**src/rtl/twitchcore_mem_arbiter.sv**
```systemverilog
`default_nettype none
// ============================================================================
//  Module      : twitchcore_mem_arbiter
//  Description : Shares one single-port synchronous RAM between the fetch
//                port (i_*) and the load/store port (d_*). At most one grant
//                per cycle; read data returns one cycle after the grant and
//                is tagged to the requester that issued it.
//                Default: data has priority, and a starvation counter forces
//                fetch to win after STARVE_MAX denied cycles.
//                Optional macro MEMARB_RR_EN: round-robin arbitration instead.
//  Revision    : 1.0 - initial release
// ============================================================================
module twitchcore_mem_arbiter #(
  parameter int MEM_AW     = 14,
  parameter int STARVE_MAX = 4
) (
  input  logic              clk,
  input  logic              resetn,
  input  logic              i_req,
  input  logic [31:0]       i_addr,
  output logic              i_gnt,
  output logic              i_rvalid,
  output logic [31:0]       i_rdata,
  input  logic              d_req,
  input  logic              d_we,
  input  logic [3:0]        d_be,
  input  logic [31:0]       d_addr,
  input  logic [31:0]       d_wdata,
  output logic              d_gnt,
  output logic              d_rvalid,
  output logic [31:0]       d_rdata,
  output logic              m_en,
  output logic              m_we,
  output logic [3:0]        m_be,
  output logic [MEM_AW-1:0] m_addr,
  output logic [31:0]       m_wdata,
  input  logic [31:0]       m_rdata,
  output logic              busy
);

  typedef enum logic [1:0] {
    TAG_NONE = 2'd0,
    TAG_RD_I = 2'd1,
    TAG_RD_D = 2'd2
  } rd_tag_t;

  rd_tag_t r_rd_tag;
  rd_tag_t w_rd_tag_nxt;

  logic w_pick_d;
  logic w_gnt_i;
  logic w_gnt_d;

`ifdef MEMARB_RR_EN
  // 1 = data port won the most recent grant; reset to data so fetch wins first
  logic r_last_gnt_d;

  assign w_pick_d = d_req & (~i_req | ~r_last_gnt_d);

  // remember which port won last so a conflict goes to the other one
  always_ff @(posedge clk) begin
    if (resetn) begin
      r_last_gnt_d <= 1'b1;
    end else if (w_gnt_i) begin
      r_last_gnt_d <= 1'b0;
    end else if (w_gnt_d) begin
      r_last_gnt_d <= 1'b1;
    end
  end
`else
  localparam int c_CNT_W = (STARVE_MAX < 1) ? 1 : $clog2(STARVE_MAX + 1);
  localparam logic [c_CNT_W-1:0] c_STARVE_MAX = c_CNT_W'(STARVE_MAX);

  logic [c_CNT_W-1:0] r_starve_cnt;
  logic               w_starved;

  assign w_starved = (r_starve_cnt == c_STARVE_MAX);
  assign w_pick_d  = d_req & (~i_req | ~w_starved);

  // count consecutive cycles fetch is held off, saturating at the bound
  always_ff @(posedge clk) begin
    if (resetn) begin
      r_starve_cnt <= '0;
    end else if (~i_req | w_gnt_i) begin
      r_starve_cnt <= '0;
    end else if (~w_starved) begin
      r_starve_cnt <= r_starve_cnt + 1'b1;
    end
  end
`endif

  // grants are suppressed entirely while reset is asserted
  assign w_gnt_d = ~resetn & w_pick_d;
  assign w_gnt_i = ~resetn & i_req & ~w_pick_d;
  assign i_gnt   = w_gnt_i;
  assign d_gnt   = w_gnt_d;
  assign m_en    = w_gnt_i | w_gnt_d;

  // steer the winning request onto the RAM port; idle port drives zeros
  always_comb begin
    m_we    = 1'b0;
    m_be    = 4'h0;
    m_addr  = '0;
    m_wdata = 32'h0;
    if (w_gnt_d) begin
      m_we    = d_we;
      m_be    = d_be;
      m_addr  = d_addr[MEM_AW+1:2];
      m_wdata = d_wdata;
    end else if (w_gnt_i) begin
      m_be    = 4'hF;
      m_addr  = i_addr[MEM_AW+1:2];
    end
  end

  // tag the next-cycle RAM output with the port whose read was granted
  always_comb begin
    w_rd_tag_nxt = TAG_NONE;
    if (w_gnt_i) begin
      w_rd_tag_nxt = TAG_RD_I;
    end else if (w_gnt_d && !d_we) begin
      w_rd_tag_nxt = TAG_RD_D;
    end
  end

  // response tag register
  always_ff @(posedge clk) begin
    if (resetn) begin
      r_rd_tag <= TAG_NONE;
    end else begin
      r_rd_tag <= w_rd_tag_nxt;
    end
  end

  assign i_rvalid = ~resetn & (r_rd_tag == TAG_RD_I);
  assign d_rvalid = ~resetn & (r_rd_tag == TAG_RD_D);
  assign busy     = ~resetn & (r_rd_tag != TAG_NONE);
  assign i_rdata  = m_rdata;
  assign d_rdata  = m_rdata;

  // byte-offset and above-depth address bits are deliberately ignored
  logic w_unused_addr_bits;
  assign w_unused_addr_bits = ^{i_addr[1:0], i_addr[31:MEM_AW+2],
                                d_addr[1:0], d_addr[31:MEM_AW+2]};

endmodule
`default_nettype wire

```
**config.mk**
```make
export PLATFORM = sky130hd
export DESIGN_NAME = twitchcore_mem_arbiter
export DESIGN_NICKNAME = d
export VERILOG_FILES = /design/src/rtl/twitchcore_mem_arbiter.sv
export SDC_FILE = /design/constraint.sdc
export NUM_CORES = 1
export LEC_CHECK = 0
export CAP_MARGIN = 20
export CORE_AREA = 2 2 101 103
export DETAILED_ROUTE_END_ITERATION = 6
export DIE_AREA = 0 0 103 105
export PLACE_DENSITY = 0.66
export RECOVER_POWER = 50
export SETUP_SLACK_MARGIN = 0.1
export SYNTH_ARGS = -nofsm -noshare
export SYNTH_HDL_FRONTEND = slang
export SYNTH_SLANG_ARGS = --single-unit
```
**constraint.sdc**
```tcl
create_clock -name clk -period 4.1 [get_ports clk]
set_clock_uncertainty 0.2 [all_clocks]
set_input_delay 0.615 -clock clk [delete_from_list [all_inputs] [get_ports clk]]
set_output_delay 0.615 -clock clk [all_outputs]
set_load 0.005 [all_outputs]
```
---- Word-level counts from Yosys, hierarchy flattened ----
Index checks and enable logic that the tools add are counted.
word-level totals
  bits in registers ....................... 5
  input bits .............................. 137
  output and inout port bits .............. 121
  logic and storage cells ................. 34
operators by class
  add/subtract/negate cells ............... 1
  equality and inequality tests ........... 3
  multiplexer cells ....................... 8
  bitwise logic cells ..................... 14
  reduce and logical (&&, ||, !) cells .... 5
operator list
  operator                                                         count
  32-bit 2-to-1 mux                                                1
  14-bit 2-to-1 mux                                                2
  4-bit 2-to-1 mux                                                 2
  1-bit bitwise AND                                                7
  1-bit inverter                                                   4
  2-bit OR reduction                                               2
  3-bit by 1-bit adder with 3-bit output, second input constant    1
  3-bit == test, second input constant                             1
  1-bit bitwise OR                                                 3
  2-bit by 1-bit == test with 1-bit output, second input constant  1
  2-bit == test, second input constant                             1
  1-bit 2-to-1 mux                                                 2
  2-bit 2-to-1 mux                                                 1
  2-bit nonzero test                                               1
  1-bit logical AND                                                1
  1-bit zero test                                                  1

---- Depth between registers and ports, before layout ----
Gate-level depths: netlist of run 1.
  depth in word-level cells ............... 8
  depth in mapped cells ................... 7
  depth with buffers taken out ............ 5

---- Least setup slack after synthesis of run 1 ----
OpenSTA, ideal clock, no wires.
  path type ............................... in2out
  start ................................... input d_req
  end ..................................... output m_addr[10]
  data arrival time ....................... 1.561 ns
  setup slack ............................. 1.724 ns
  stages on the path ...................... 7
  path through ............................ buf_6 nor2b_4 buf_6 and2_4 buf_6 buf_6 a22o_1
RTL lines
  item               RTL line  text
  start, declared    24        input logic d_req,
  1-bit bitwise AND  78        assign w_pick_d = d_req & (~i_req | ~w_starved);
  1-bit bitwise AND  93        assign w_gnt_d = ~resetn & w_pick_d;
  net d_gnt          29        output logic d_gnt,
  14-bit 2-to-1 mux  105       if (w_gnt_d) begin
  end, declared      35        output logic [MEM_AW-1:0] m_addr,
The timed path passes the listed nets, and every way through them passes these cells.

---- Final worst setup path of run 1 ----
  start ................................... input d_req
  end ..................................... output m_wdata[3]
between the ends
  cells in the longest elaborated chain, start to end .. 3
ends and longest elaborated chain
  item               RTL line  text
  1-bit bitwise AND  78
  1-bit bitwise AND  93
  32-bit 2-to-1 mux  105
  end, declared      36        output logic [31:0] m_wdata,
No other way between the ends.

==> flow_summary.json, run 1 <==
{
  "status": "completed",
  "htree_num_levels": 1,
  "die_w_um": 103,
  "rr_endpoint": "r_rd_tag[1]$_SDFF_PP0_",
  "pwr-share-clk_pct": 29.9,
  "avgSynthCellArea_um2": 7.429,
  "layout.cells.non_filler": 349,
  "min_period_ns": 3.344,
  "crit_required_ns": 3.28,
  "synth_area_mm2": 0.001189,
  "vias_per_cell": 3.521,
  "worst_pin_slew_ns": 0.3970,
  "worstPathMaxFanout": 35,
  "netSwitchingFraction_pct": 22.03,
  "cap_violations": 0,
  "cts_buffers": 3,
  "yosys-top-cells-count": "64 x buf_4, 33 x and3_1, 14 x a22o_1, 6 x clkbuf_1, 6 x nor2_1",
  "arrival_ns": 2.53,
  "synth_fp_nets": 299,
  "hp-class": "reg2reg",
  "wl_mm": 3.867,
  "routabilityCongestion": 0.6757,
  "rows": 36,
  "fin_setup_tns_ns": 0,
  "crit_start": "d_req",
  "root_buffer": "clkbuf_8",
  "hold_violations": 0,
  "design_area_mm2": 0.002116,
  "dpl_cell_area_mm2": 0.002071,
  "finalNetCount": 356,
  "total_power_mw": 0.2990,
  "drc_errors": 0,
  "leakagePower_nw": 0.8648,
  "drtAntennaViolNets": 0,
  "seqPwrFrac_pct": 17.1,
  "grt_pass1_wl_mm": 5.796,
  "io_pins": 258,
  "p_switching_mw": 0.06588,
  "r2r_slack_ns": 2.59,
  "crit_end": "m_wdata[3]",
  "ys_async_sr_fraction_pct": 0,
  "clock_latency_ns": 0.22,
  "hold_buffers": 0,
  "grt_max_degree": 36,
  "post-synth-top-count-cell": "buf_4",
  "fp.dieArea_mm2": 0.01082,
  "clock-sinks": 5,
  "synth-edff-count": 0,
  "vdd_drop_max_mv": 0.09297,
  "netlist_instances": 160,
  "drive_gt1_share_pct": 4.630,
  "drt-pass1-iter-count": 4,
  "min_period_over_period_pct": 81.55,
  "synth_top_area_share_pct": 40.42,
  "r2r_start": "r_starve_cnt[0]$_SDFFE_PP0P_",
  "pwr-share-comb_pct": 53.0,
  "gr-total-overflow": 0,
  "core_mm2": 0.009639,
  "critPathLaunchType": "primary input",
  "route.vias.total": 1229,
  "io_buffers": 125,
  "antenna_found_initial": 0,
  "endpoint_kind": "output pin",
  "drtIter0Drc": 23,
  "relSlewSlack_pct": 73.45,
  "synth-seq-cells": 5,
  "rsz0062_at_grt": "no",
  "cts_tree": "yes",
  "wl_per_cell_um": 11.08,
  "area_delta_synth_final_pct": 78.00,
  "ys_types": 23,
  "synthFlopType": "dfxtp_1",
  "cts_resized": 0,
  "fmax_ghz": 0.2991,
  "cts_setup_buffers": 0,
  "finalSetupViolCount": 0,
  "die_h_um": 105,
  "p_int_mw": 0.2331,
  "yosys.area.top_type": "buf_4",
  "grt_pass1_vias": 1289,
  "initial_core_util_pct": 12.33,
  "place_inst": 345,
  "yosysWarnings": 0,
  "antenna_cells": 0,
  "path_clk_slew_ns": 0.03,
  "r2r.worst_path.cells": 5,
  "clockBufferDepth": 2,
  "maxSlewViolCount": 0,
  "synth-seq-area-share_pct": 8.421,
  "crit_type": "in2out",
  "grt_use_total_pct": 6.446,
  "place_hpwl_mm": 3.177,
  "netlist_top_cells_area": "buf_4 40%, and3_1 17%, a22o_1 10%",
  "power_density_mw_per_mm2": 141.3
}
logic make-up (layout without fill, tap and decap cells):
group                    count (synthesis)  in the layout  synth area share [%]
buffers and inverters                   78            134                 47.58
flip-flops                               5              5                 8.421
AND/OR/NAND/NOR                         53             53                 26.84
multiplexers                             1              1                0.8421
adder cells (fa/ha/maj)                  2              2                 2.105
AO/OA/AOI/OAI                           21             21                 14.21
worst max-delay path, cell delays in order:
cell and delay (ns):
clkdlybuf4s50_1 0.66, nor2b_4 0.21, buf_4 0.29, and3_1 0.23
clkdlybuf4s50_1 0.51
layer usage:
layer | up-vias | share of wire (%) | global-route usage [%]
li1 | 590 | - | -
met1 | 539 | 36 | 6.908
met2 | 83 | 49 | 11.92
met3 | 17 | 13 | 1.472
met4 | 0 | 2.4 | 2.444
met5 | - | 0 | 0
final cells by class:
type                            count  area (um2)
Inverter                            2       7.507
Sequential cell                     5       100.1
Fill cell                        1074        7523
Clock buffer                        4       45.04
Timing Repair Buffer              128        1274
Tap cell                          133       166.4
Multi-Input combinational cell     77       523.0
metrics by stage:
| step | setup slack, ns | hold slack, ns | util (%) |
|---|---|---|---|
| after detailed placement | 0.7374 | 0.2484 | 21.48 |
| final | 0.7564 | 0.2535 | 21.95 |
| after CTS | 0.7323 | 0.2537 | 21.95 |
| after global routing | 0.6261 | 0.2747 | 21.95 |
| after global placement | 0.7615 | 0.2356 | 21.48 |
| after floorplan | 1.724 | 0.2247 | - |
registers in the layout (all words and copies together) (netlist names):
signal,flops
r_rd_tag,2
r_starve_cnt,3
layout by cell type (no fill, tap or decap):
| cell | count |
|---|---|
| nor3b_1 | 3 |
| nor2_1 | 6 |
| buf_4 | 3 |
| and3_1 | 33 |
| a21oi_1 | 4 |
| inv_1 | 2 |
| a21oi_2 | 1 |
| nand2_1 | 5 |
| nand2b_1 | 1 |
| nand3_1 | 1 |
| a21o_1 | 1 |
| a21bo_2 | 1 |
| and4_1 | 1 |
| a22o_1 | 14 |
| nor2b_4 | 1 |
| nor2b_1 | 1 |
| and2_4 | 1 |
| clkdlybuf4s50_1 | 125 |
| mux2i_1 | 1 |
| clkbuf_8 | 3 |
| dfxtp_1 | 5 |
| ha_1 | 2 |
| clkbuf_1 | 1 |
worst min-delay path by stage:
| stage | start | to | depth (start not counted) |
|---|---|---|---|
| 2_1_floorplan | r_starve_cnt[0]$_SDFFE_PP0P_ | r_starve_cnt[0]$_SDFFE_PP0P_ | 1 |
| 3_3_place_gp | r_starve_cnt[0]$_SDFFE_PP0P_ | r_starve_cnt[0]$_SDFFE_PP0P_ | 1 |
| 3_5_place_dp | r_starve_cnt[0]$_SDFFE_PP0P_ | r_starve_cnt[0]$_SDFFE_PP0P_ | 1 |
| 4_1_cts | r_starve_cnt[0]$_SDFFE_PP0P_ | r_starve_cnt[0]$_SDFFE_PP0P_ | 1 |
| 5_1_grt | r_starve_cnt[0]$_SDFFE_PP0P_ | r_starve_cnt[0]$_SDFFE_PP0P_ | 1 |
| 6_report | r_starve_cnt[0]$_SDFFE_PP0P_ | r_starve_cnt[0]$_SDFFE_PP0P_ | 1 |
power groups by stage:
stage | clock [mW] | combinational (mW) | sequential, mW
6_report | 0.0894 | 0.158 | 0.0512
2_1_floorplan | 0 | 0.0935 | 0.0517
3_3_place_gp | 0 | 0.158 | 0.0517
4_1_cts | 0.0937 | 0.161 | 0.0512
3_5_place_dp | 0 | 0.160 | 0.0518
5_1_grt | 0.0969 | 0.172 | 0.0512
(Power assumes the default switching activity.)
==> run 2, diff against run 1 <==
CORE_AREA = 2 2 100 102   (was 2 2 101 103)
DIE_AREA = 0 0 102 104   (was 0 0 103 105)
PLACE_DENSITY = 0.69   (was 0.66)
clock period = 2.7 ns   (was 4.1 ns; I/O delays follow)
==> run 2 against run 1 <==
Compared with the run above: clock-buffer cell count unchanged; clock power increased by 55%; flip-flop and latch count is the same; core utilization increased by 3.1 points; worst hold slack gained 0.0025 ns; critical endpoint is now m_addr[13]; largest cell class unchanged.
==> flow_summary.json, run 2 (synthesized netlist as in run 1, its figures left out) <==
{
  "status": "completed",
  "root_buffer": "clkbuf_8",
  "vias_per_cell": 3.635,
  "largest_reg_flops": 3,
  "arrival_ns": 2.00,
  "rows": 36,
  "gr-total-overflow": 0,
  "cp_slowest_cell": "clkdlybuf4s50_1",
  "wl_per_cell_um": 12.06,
  "hold_violations": 0,
  "initial_core_util_pct": 12.45,
  "crit_type": "in2out",
  "core_mm2": 0.009549,
  "grt_use_total_pct": 7.674,
  "rsz0062_at_grt": "yes",
  "hp-class": "reg2reg",
  "grt_max_degree": 33,
  "clock_latency_ns": 0.22,
  "final_common_cell": "clkdlybuf4s50_1",
  "r2r_slack_ns": 1.00,
  "crit_required_ns": 2.10,
  "grt_pass1_wl_mm": 6.582,
  "drive_gt1_share_pct": 12.82,
  "cts_tree": "yes",
  "fin_setup_tns_ns": 0,
  "relSlewSlack_pct": 82.43,
  "finalNetCount": 374,
  "antenna_found_initial": 0,
  "multi_input_area_um2": 548.0,
  "fmax_ghz": 0.3837,
  "seqCellArea_um2": 100.1,
  "clockBufferDepth": 2,
  "antenna_cells": 0,
  "largest-register": "r_starve_cnt",
  "fill_cells": 1053,
  "routabilityCongestion": 0.6665,
  "min_period_over_period_pct": 96.52,
  "worst_pin_slew_ns": 0.2635,
  "die_h_um": 104,
  "whs_ns": 0.2560,
  "slowest_delay_ns": 0.49,
  "wl_mm": 4.427,
  "mostFrequentLayoutCells": "78 x clkdlybuf4s50_1, 33 x and3_1, 33 x dlymetal6s2s_1, 14 x a22o_1",
  "place_hpwl_mm": 3.283,
  "crit_top_cell": "clkdlybuf4s50_1",
  "top_regs": "r_starve_cnt: 3 flops, r_rd_tag: 2 flops",
  "leakagePower_nw": 1.555,
  "path_clk_slew_ns": 0.03,
  "clock-sinks": 5,
  "cts_buffers": 3,
  "route.vias.total": 1334,
  "drtAntennaViolNets": 0,
  "crit_chain": "clkdlybuf4s50_1 -> nor2b_4 -> buf_12 -> and2_4 -> a22o_1 -> clkdlybuf4s50_1",
  "grt_pass1_vias": 1406,
  "io_buffers": 125,
  "io_pins": 258,
  "drc_errors": 0,
  "critPathLaunchType": "primary input",
  "dpl_cell_area_mm2": 0.002113,
  "htree_num_levels": 1,
  "worstPathMaxFanout": 5,
  "fp.dieArea_mm2": 0.01061,
  "power_density_mw_per_mm2": 199.1,
  "finalSetupViolCount": 0,
  "cap_violations": 0,
  "maxSlewViolCount": 0,
  "drt-pass1-iter-count": 4,
  "die_w_um": 102,
  "min_period_ns": 2.606,
  "area_delta_synth_final_pct": 101.6,
  "design_area_mm2": 0.002396,
  "drtIter0Drc": 7,
  "vdd_drop_max_mv": 0.1415,
  "endpoint_kind": "output pin"
}
run 2: cell count changes in the layout (fill, tap and decap cells not counted), moves of 2 or more:
| cell | previous run | this run |
|---|---|---|
| and2_4 | 1 | 3 |
| dlygate4sd2_1 | 0 | 13 |
| clkdlybuf4s50_1 | 125 | 78 |
| buf_12 | 0 | 3 |
| dlymetal6s2s_1 | 0 | 33 |
| buf_4 | 3 | 13 |
run 2: repair_timing:
| action | in CTS | in global routing |
|---|---|---|
| pin swaps | 1 | 1 |
| gates resized for setup | 23 | 36 |
| gates cloned | 3 | 0 |
| setup buffers | 10 | 1 |
| endpoints found under the setup margin | 48 | 39 |
| hold buffers | 0 | 0 |
run 2: stage by stage:
stage                     setup WS [ns]  instances  util [%]  total power, mW
after floorplan                  0.7438        160         -           0.2204
after global placement         -0.06174        349     22.13           0.3252
after detailed placement       -0.06502        349     22.13           0.3281
after CTS                       0.06793        366     24.07           0.4903
after global routing            0.01932        367     25.09           0.5086
final                           0.09392        367     25.09           0.4771
run 2: cell type report:
cell class	count	area share, %
clock buffers	4	1.880
repair buffers	144	63.81
inverters	2	0.3133
flip-flops and latches	5	4.178
well taps	133	6.945
multi-input cells	79	22.87
run 2: worst paths after layout:
check | startpoint | to | cells after the start
setup reg to reg | r_starve_cnt[0]$_SDFFE_PP0P_ | r_rd_tag[1]$_SDFF_PP0_ | 7
setup / recovery | d_req | m_addr[13] | 6
hold reg to reg | r_starve_cnt[0]$_SDFFE_PP0P_ | r_starve_cnt[0]$_SDFFE_PP0P_ | 1
hold / removal | r_starve_cnt[0]$_SDFFE_PP0P_ | r_starve_cnt[0]$_SDFFE_PP0P_ | 1
run 2: where the power goes:
group | switching (mW) | total, mW | leakage [nW] | internal (mW)
clock network | 0.0379 | 0.139 | 0.0228 | 0.101
registers | 0.00135 | 0.0777 | 0.0408 | 0.0764
logic | 0.0723 | 0.260 | 1.49 | 0.188
run 2: worst max-delay path, delay by kind of cell:
kind / cells / cell delay (ns)
buf+inv: 3 / 1.10
simple gates: 2 / 0.36
compound gates: 1 / 0.14
run 2: layer usage:
metal / track usage, % / wire length, um
met1: 7.880 / 1581
met2: 14.05 / 2188
met3: 2.218 / 509
met4: 3.429 / 148
met5: 0 / 0
